`config.mk`:
```
export PLATFORM = sky130hd
export DESIGN_NAME = wheel_state_buffer
export DESIGN_NICKNAME = d
export VERILOG_FILES = /design/src/rtl/wheel_state_buffer.sv
export SDC_FILE = /design/constraint.sdc
export NUM_CORES = 2
export LEC_CHECK = 0
export CAP_MARGIN = 20
export CORE_AREA = 5 5 426 428
export DETAILED_ROUTE_END_ITERATION = 8
export DIE_AREA = 0 0 431 433
export PLACE_DENSITY = 0.59
export SLEW_MARGIN = 10
export SYNTH_ARGS = -nofsm -noshare
export SYNTH_HDL_FRONTEND = slang
export SYNTH_SLANG_ARGS = --single-unit
```
`constraint.sdc`:
```
create_clock -name clk_in -period 33.6 [get_ports clk_in]
set_clock_uncertainty 0.05 [all_clocks]
set_input_delay 6.72 -clock clk_in [delete_from_list [all_inputs] [get_ports clk_in]]
set_output_delay 6.72 -clock clk_in [all_outputs]
set_load 0.1 [all_outputs]
```
`src/rtl/wheel_state_buffer.sv`:
```
// wheel_state_buffer
//
// Holds the committed soft-body wheel state (node positions and velocities)
// and sequences the physics update stage: one begin pulse per step,
// STEPS_PER_FRAME steps per frame tick. The stage's streamed results are
// captured into shadow arrays and copied to the committed arrays only after
// the step's result strobe, so the committed arrays (which the stage reads as
// its inputs) never change mid-step.
//
// Ports
//   clk_in, rst_in              clock, asynchronous active-high reset
//   init_valid_in               load init_nodes_in/init_velocities_in (IDLE only)
//   init_nodes_in               initial positions, [0]=x, [1]=y, per node
//   init_velocities_in          initial velocities, same layout
//   frame_tick_in               start-of-frame pulse
//   node_in_x/_y/_valid/_done   streamed updated positions from the stage
//   velocity_in_x/_y/_valid     streamed updated velocities from the stage
//   result_in                   stage reports the step complete
//   begin_out                   one-cycle step start pulse
//   nodes_out, velocities_out   committed state
//   busy_out                    high whenever the FSM is not IDLE
//   frame_done_out              one-cycle pulse after the last step commits
//   step_count_out              steps committed in the current frame
//   error_out                   sticky: [0] count mismatch, [1] timeout,
//                               [2] frame tick while busy
//   state_dbg                   current FSM state, for observation only
//
// Stream handshake: the stream inputs are valid-only (no ready/backpressure).
// A sample is consumed on every clock edge where its valid is high and the
// FSM is in the matching capture state (NODES for positions, VELS for
// velocities); in any other state it is dropped. node_in_done and result_in
// are qualified the same way and a valid coincident with them is counted
// before the final count is checked.

module wheel_state_buffer #(
    parameter int NUM_NODES       = 8,
    parameter int POSITION_SIZE   = 16,
    parameter int VELOCITY_SIZE   = 16,
    parameter int STEPS_PER_FRAME = 4,
    parameter int TIMEOUT_CYCLES  = 4096
) (
    input  logic                                                  clk_in,
    input  logic                                                  rst_in,
    input  logic                                                  init_valid_in,
    input  logic signed [1:0][NUM_NODES-1:0][POSITION_SIZE-1:0]   init_nodes_in,
    input  logic signed [1:0][NUM_NODES-1:0][VELOCITY_SIZE-1:0]   init_velocities_in,
    input  logic                                                  frame_tick_in,
    input  logic signed [POSITION_SIZE-1:0]                       node_in_x,
    input  logic signed [POSITION_SIZE-1:0]                       node_in_y,
    input  logic                                                  node_in_valid,
    input  logic                                                  node_in_done,
    input  logic signed [VELOCITY_SIZE-1:0]                       velocity_in_x,
    input  logic signed [VELOCITY_SIZE-1:0]                       velocity_in_y,
    input  logic                                                  velocity_in_valid,
    input  logic                                                  result_in,
    output logic                                                  begin_out,
    output logic signed [1:0][NUM_NODES-1:0][POSITION_SIZE-1:0]   nodes_out,
    output logic signed [1:0][NUM_NODES-1:0][VELOCITY_SIZE-1:0]   velocities_out,
    output logic                                                  busy_out,
    output logic                                                  frame_done_out,
    output logic [$clog2(STEPS_PER_FRAME):0]                      step_count_out,
    output logic [2:0]                                            error_out,
    output logic [2:0]                                            state_dbg
);

    localparam int SCW = $clog2(STEPS_PER_FRAME) + 1;
    localparam int NCW = $clog2(NUM_NODES + 1);
    localparam int NIW = (NUM_NODES > 1) ? $clog2(NUM_NODES) : 1;
    // One spare count of headroom so the timer cannot wrap before the compare.
    localparam int TCW = $clog2(TIMEOUT_CYCLES + 2);

    localparam logic [NCW-1:0] N_FULL  = NCW'(NUM_NODES);
    localparam logic [TCW-1:0] T_LIMIT = TCW'(TIMEOUT_CYCLES);
    localparam logic [SCW-1:0] S_LAST  = SCW'(STEPS_PER_FRAME);

    typedef enum logic [2:0] {
        IDLE   = 3'd0,
        LAUNCH = 3'd1,
        NODES  = 3'd2,
        VELS   = 3'd3,
        COMMIT = 3'd4
    } state_t;

    state_t state;

    logic signed [1:0][NUM_NODES-1:0][POSITION_SIZE-1:0] shadow_pos;
    logic signed [1:0][NUM_NODES-1:0][VELOCITY_SIZE-1:0] shadow_vel;

    logic [NCW-1:0] node_cnt;
    logic [NCW-1:0] vel_cnt;
    logic [TCW-1:0] timer;
    logic [SCW-1:0] step_count;

    logic           node_take;
    logic           vel_take;
    logic [NCW-1:0] node_total;
    logic [NCW-1:0] vel_total;
    logic [TCW-1:0] timer_next;
    logic           timer_hit;
    logic [NIW-1:0] node_idx;
    logic [NIW-1:0] vel_idx;

    assign busy_out       = (state != IDLE);
    assign step_count_out = step_count;
    assign state_dbg      = state;

    // Counts including a valid that coincides with done/result, so the final
    // count check sees the sample arriving in the same cycle.
    always_comb begin
        node_take  = node_in_valid && (node_cnt < N_FULL);
        vel_take   = velocity_in_valid && (vel_cnt < N_FULL);
        node_total = node_cnt + NCW'(node_take);
        vel_total  = vel_cnt + NCW'(vel_take);
        timer_next = timer + TCW'(1);
        timer_hit  = (timer_next >= T_LIMIT);
        node_idx   = node_cnt[NIW-1:0];
        vel_idx    = vel_cnt[NIW-1:0];
    end

    always_ff @(posedge clk_in or posedge rst_in) begin
        if (rst_in) begin
            state          <= IDLE;
            nodes_out      <= '0;
            velocities_out <= '0;
            shadow_pos     <= '0;
            shadow_vel     <= '0;
            node_cnt       <= '0;
            vel_cnt        <= '0;
            timer          <= '0;
            step_count     <= '0;
            begin_out      <= 1'b0;
            frame_done_out <= 1'b0;
            error_out      <= 3'b000;
        end else begin
            begin_out      <= 1'b0;
            frame_done_out <= 1'b0;

            if (frame_tick_in && (state != IDLE)) begin
                error_out[2] <= 1'b1;
            end

            case (state)
                IDLE: begin
                    // Init wins over a simultaneous tick; the tick is dropped.
                    if (init_valid_in) begin
                        nodes_out      <= init_nodes_in;
                        velocities_out <= init_velocities_in;
                    end else if (frame_tick_in) begin
                        step_count <= '0;
                        begin_out  <= 1'b1;
                        state      <= LAUNCH;
                    end
                end

                LAUNCH: begin
                    node_cnt <= '0;
                    vel_cnt  <= '0;
                    timer    <= '0;
                    // Seed the shadow with the committed state so a node the
                    // stage never reports keeps its committed value, and any
                    // residue of an aborted step is discarded.
                    shadow_pos <= nodes_out;
                    shadow_vel <= velocities_out;
                    state      <= NODES;
                end

                NODES: begin
                    if (node_in_valid) begin
                        if (node_take) begin
                            shadow_pos[0][node_idx] <= node_in_x;
                            shadow_pos[1][node_idx] <= node_in_y;
                            node_cnt                <= node_total;
                        end else begin
                            error_out[0] <= 1'b1;
                        end
                    end
                    // A done arriving on the last allowed cycle is in time.
                    if (node_in_done) begin
                        if (node_total != N_FULL) begin
                            error_out[0] <= 1'b1;
                        end
                        timer <= timer_next;
                        state <= VELS;
                    end else if (timer_hit) begin
                        error_out[1] <= 1'b1;
                        state        <= IDLE;
                    end else begin
                        timer <= timer_next;
                    end
                end

                VELS: begin
                    if (velocity_in_valid) begin
                        if (vel_take) begin
                            shadow_vel[0][vel_idx] <= velocity_in_x;
                            shadow_vel[1][vel_idx] <= velocity_in_y;
                            vel_cnt                <= vel_total;
                        end else begin
                            error_out[0] <= 1'b1;
                        end
                    end
                    // A result on the last allowed cycle is in time.
                    if (result_in) begin
                        if (vel_total == N_FULL) begin
                            state <= COMMIT;
                        end else begin
                            error_out[0] <= 1'b1;
                            state        <= IDLE;
                        end
                    end else if (timer_hit) begin
                        error_out[1] <= 1'b1;
                        state        <= IDLE;
                    end else begin
                        timer <= timer_next;
                    end
                end

                COMMIT: begin
                    nodes_out      <= shadow_pos;
                    velocities_out <= shadow_vel;
                    step_count     <= step_count + SCW'(1);
                    if ((step_count + SCW'(1)) < S_LAST) begin
                        begin_out <= 1'b1;
                        state     <= LAUNCH;
                    end else begin
                        frame_done_out <= 1'b1;
                        state          <= IDLE;
                    end
                end

                default: state <= IDLE;
            endcase
        end
    end

endmodule

```
# Word level (Yosys, flattened, before mapping)
# Index checks and enable logic that the tools add are counted.
totals:
  reg_bits: 1056
  input_bits: 584
  out_inout_bits: 524
classes:
  n_eq_ne: 15
  n_lt_le_gt_ge: 8
  n_reduce_logical: 19
  n_addsub: 4
  n_mux: 57
op_table:
  columns: ["operator", "count"]
  rows:
  - ["$pmux 256 s2", 4]
  - ["$mux 256", 6]
  - ["$bwmux 128", 4]
  - ["$demux 16 s3", 2]
  - ["$mux 13", 3]
  - ["$pmux 13 s3", 1]
  - ["$mux 16", 2]
  - ["$mux 3", 8]
  - ["$ne 2x2->1 const B", 9]
  - ["$mux 1", 17]
  - ["$mux 4", 4]
  - ["$pmux 4 s2", 2]
  - ["$pmux 3 s5", 1]
  - ["$add 13x1->13 const B", 1]
  - ["$ge 13x13->1 const B", 1]
  - ["$reduce_and 3->1", 4]
  - ["$add 4x1->4", 2]
  - ["$lt 3x4->1 const B", 2]
  - ["$lt 4x4->1 const B", 2]
  - ["$reduce_bool 2->1", 4]
  - ["$eq 3x2->1 const B", 2]
  - ["$ge 3x1->1 const B", 2]
  - ["$pmux 3 s2", 1]
  - ["$reduce_and 2->1", 3]
  - ["11 further kinds", 16]

# Logic depth before layout (Yosys ltp)
logic_depth:
  depth_word: 8
  ltp_mapped: 9
  depth_no_buf: 9

# Worst setup path before layout
# No wires, ideal clock.
synth_timing:
  kind: "register to output"
  startpoint: "reg state[1] (netlist: state_dbg[1])"
  endpoint: "out busy_out"
  t_required_ns: 26.830
  stages_incl_launch_ff: 4
  setup_slack_ns: 24.606
  arrival_time_ns: 2.224
  path_buffers: 2
  cell_sequence: "dfrtp_1 > buf_2 > clkbuf_1 > or3_1"
synth_between:
  elab_chain_len: 1
synth_lines:
  columns: ["item", "line_no", "rtl"]
  rows:
  - ["from (decl)", "84", "state_t state;"]
  - ["from (signal assigned)", "122", "state <= IDLE;"]
  - ["from (signal assigned)", "151", "state <= LAUNCH;"]
  - ["from (signal assigned)", "164", "state <= NODES;"]
  - ["$reduce_bool 3->1", "103", "assign busy_out = (state != IDLE);"]
  - ["to (decl)", "59", "output logic busy_out,"]
# Every way passes these cells.

==> metrics <==
count of pins on the block boundary=1108; Yosys top cell area share=56.7%; measured slew at the worst slew-check pin=1.20 ns; Num Clock Sinks=1056; largest fanout on the critical path=173; global-route congestion overflow total=0; number of levels the H-tree was split into=3; class of the most critical setup path=input port to asynchronous set/reset pin; hold buffer count at CTS=0; global-route met3 utilization=3.96%; Total Negative Setup Slacks=0 ns; type of element launching the critical path=input port; minimum period implied by the final worst setup slack=11.02 ns; count of standard-cell rows=155; Synth area leaders=sky130_fd_sc_hd__dfrtp_1 (57%), sky130_fd_sc_hd__nand2_1 (11%), sky130_fd_sc_hd__a31oi_1 (7.0%), sky130_fd_sc_hd__nor2_1 (6.3%), sky130_fd_sc_hd__a21oi_1 (6.1%); Hold Path End=error_out[2]; Synthesized Nets=5969; via count=44300; headroom to the max-slew limit=19.8%; DR vias/cell=5.11; gr usage total=21.0%; Avg WL per Cell=23.7 microns; distinct cell type count of the synthesized netlist=56; met1 GRT Util=26.2%; net count reported at finish=6795; path category of the worst min-delay check=register to register; Req. time, crit path=34.28 ns; IO buf count=1107; worst min-delay path startpoint=error_out[2]; arrival time of data at the critical path endpoint=11.70 ns; TritonCTS clock tree=yes; busiest grt layer=met2; Antenna Nets Post-Route=0; number of buffers inserted by post-CTS setup repair=0; effective utilization at floorplan=26.2%; initial antenna violation count=24; Yosys Warn Count=0; worst reg2reg path endpoint=velocities_out[19]; Multi-input gate area=18300 sq um; final routed wirelength across all metal layers=206000 microns; Max Fclk=90.8 MHz; cell area after layout=63700 sq um; area of the mapped netlist=46600 sq um; Detail Placement HPWL=143000 microns; prevailing post-synth register cell=sky130_fd_sc_hd__dfrtp_1; Root Buffer=sky130_fd_sc_hd__clkbuf_16; post-route clock period utilization=32.8%; Register-to-Register Setup Slack=27.83 ns; post-synthesis to final-layout area growth=36.7%; asr flop ratio synth=100%; top cell type by total area after synthesis=sky130_fd_sc_hd__dfrtp_1; number of cells on the worst hold path=1; pin count of the biggest net entering global routing=231; wire length of the first global-routing pass=295000 microns; Bufs on Longest Clock Path=3; height of the die=433 microns; global routing usage on met2=35.0%; drc violations=0; post-synthesis register bit count=1056; run status=finished clean; number of DRC markers in iteration 0=4243; Post-CTS Resized=0; number of global-route vias before repair=42400; final hold violations=0; r2r startpoint=state_dbg[1]; number of inserted filler cells in the final layout=17900; most numerous cell in the Yosys netlist=sky130_fd_sc_hd__nand2_1; Avg Inst Size Synth=8.66 sq um; clock insertion delay at the later pin of the skew report=0.77 ns; worst reg-to-reg path cell count=8; First-pass DRT Iterations=6; kind of capture point of the worst setup path=asynchronous set/reset pin; number of instances in the synthesized netlist=5379; routability cong.=0.839; setup violation total in the final timing report=0; Std-Cell Core Area=177000 sq um; clock input transition at the sequential cells of the worst setup and hold paths=0.06 ns; part of the Yosys area used for sequential elements=56.7%; max-cap viol count=0; count of flip-flops with a built-in enable after synthesis=0; layout cells sized above 1=5.12%; RSZ-0062 raised after global routing=no; chip width=431 microns; number of buffers created by CTS=116; placed cell area=59400 sq um; fin. max-slew vios=0; register area=26400 sq um; Post-synth top cells=sky130_fd_sc_hd__nand2_1 (1304), sky130_fd_sc_hd__dfrtp_1 (1056), sky130_fd_sc_hd__nor2_1 (784); total die area=187000 sq um
-- cell type report --
type	instances	area share (%)
Multi-Input combinational cell	3838	28.7
Antenna cell	23	0.0904
Sequential cell	1056	41.5
Clock inverter	56	1.25
Timing Repair Buffer	1188	18.5
Clock buffer	163	5.29
Tap cell	2355	4.63
Inverter	5	0.0354
-- how the worst max path moves through the flow --
stage,from,to,slack [ns]
2_1_floorplan,rst_in,begin_out,12.27
3_3_place_gp,rst_in,velocities_out[198],21.50
3_5_place_dp,rst_in,velocities_out[165],21.45
4_1_cts,rst_in,velocities_out[182],22.30
5_1_grt,rst_in,shadow_vel[163],21.90
6_report,rst_in,shadow_vel[197],22.58
-- routing by layer --
metal | wire [microns] | up-vias
li1 | - | 20100
met1 | 81300 | 22000
met2 | 101000 | 1900
met3 | 14200 | 355
met4 | 9250 | 6
met5 | 28 | -
-- cells by family (layout without fill, tap and decap cells) --
logic type	after synthesis	count (layout)	share of synthesized area, %
other	0	23	0
and+or+nand+nor	2212	2212	18.6
adders and majority gates	6	6	0.161
muxes	8	8	0.172
AOI/OAI and AO/OA	1609	1609	19.9
DFF	1056	1056	56.7
xor gates and xnor gates	3	3	0.0564
buffers and inverters	485	1412	4.36
-- critical path: stages --
cell                              delay (ns)
sky130_fd_sc_hd__clkdlybuf4s50_1        0.44
sky130_fd_sc_hd__clkinvlp_4             0.53
sky130_fd_sc_hd__buf_4                  0.81
sky130_fd_sc_hd__buf_4                  0.72
sky130_fd_sc_hd__buf_4                  0.66
sky130_fd_sc_hd__buf_4                  0.74
sky130_fd_sc_hd__buf_12                 0.71
-- through the flow --
stage               instances  hold slack [ns]  utilization, %  worst slack, ns
floorplan                5379            0.400               -            12.27
global placement         8439            0.392            33.5            21.50
detailed placement       8440            0.406            33.5            21.45
CTS                      8659            0.421            35.8            22.30
global route             8680            0.443            35.9            21.90
finish                   8684            0.421            35.9            22.58
-- layout by cell type, fill, tap and decap left out, types with 5 or more instances in the layout --
cell / synthesis / final
sky130_fd_sc_hd__clkbuf_16: 0 / 117
sky130_fd_sc_hd__o21ai_1: 31 / 29
sky130_fd_sc_hd__and3_1: 36 / 35
sky130_fd_sc_hd__nand2b_1: 7 / 7
sky130_fd_sc_hd__bufinv_16: 0 / 17
sky130_fd_sc_hd__buf_12: 0 / 5
sky130_fd_sc_hd__nand2_1: 1304 / 1302
sky130_fd_sc_hd__o21ai_4: 0 / 6
sky130_fd_sc_hd__a21oi_4: 0 / 5
sky130_fd_sc_hd__a31oi_1: 520 / 520
sky130_fd_sc_hd__nand3_1: 19 / 19
sky130_fd_sc_hd__nor2b_1: 9 / 9
sky130_fd_sc_hd__o22ai_1: 72 / 72
sky130_fd_sc_hd__dfrtp_1: 1056 / 1055
sky130_fd_sc_hd__mux2i_1: 8 / 8
sky130_fd_sc_hd__clkbuf_1: 268 / 19
sky130_fd_sc_hd__o21ai_0: 244 / 243
sky130_fd_sc_hd__clkbuf_8: 0 / 27
sky130_fd_sc_hd__nor3_1: 6 / 6
sky130_fd_sc_hd__and2_1: 20 / 19
sky130_fd_sc_hd__diode_2: 0 / 23
sky130_fd_sc_hd__nor2_1: 784 / 781
sky130_fd_sc_hd__clkdlybuf4s50_1: 0 / 1102
sky130_fd_sc_hd__a22oi_1: 138 / 138
sky130_fd_sc_hd__clkinv_2: 0 / 29
sky130_fd_sc_hd__ha_1: 6 / 6
sky130_fd_sc_hd__buf_4: 4 / 80
sky130_fd_sc_hd__a22o_1: 6 / 6
sky130_fd_sc_hd__a21oi_1: 568 / 567
-- registers in the layout (all words and copies together) (netlist names) --
signal and cells:
velocities_out 256, error_out 3, node_cnt 4, vel_cnt 4
begin_out 1, shadow_vel 256, shadow_pos 256, timer 13
frame_done_out 1, step_count_out 3, nodes_out 256, state_dbg 3
Power is left out: the tool's default activity adds up to more than one toggle a clock period on the data nets, which glitch-free logic cannot reach.
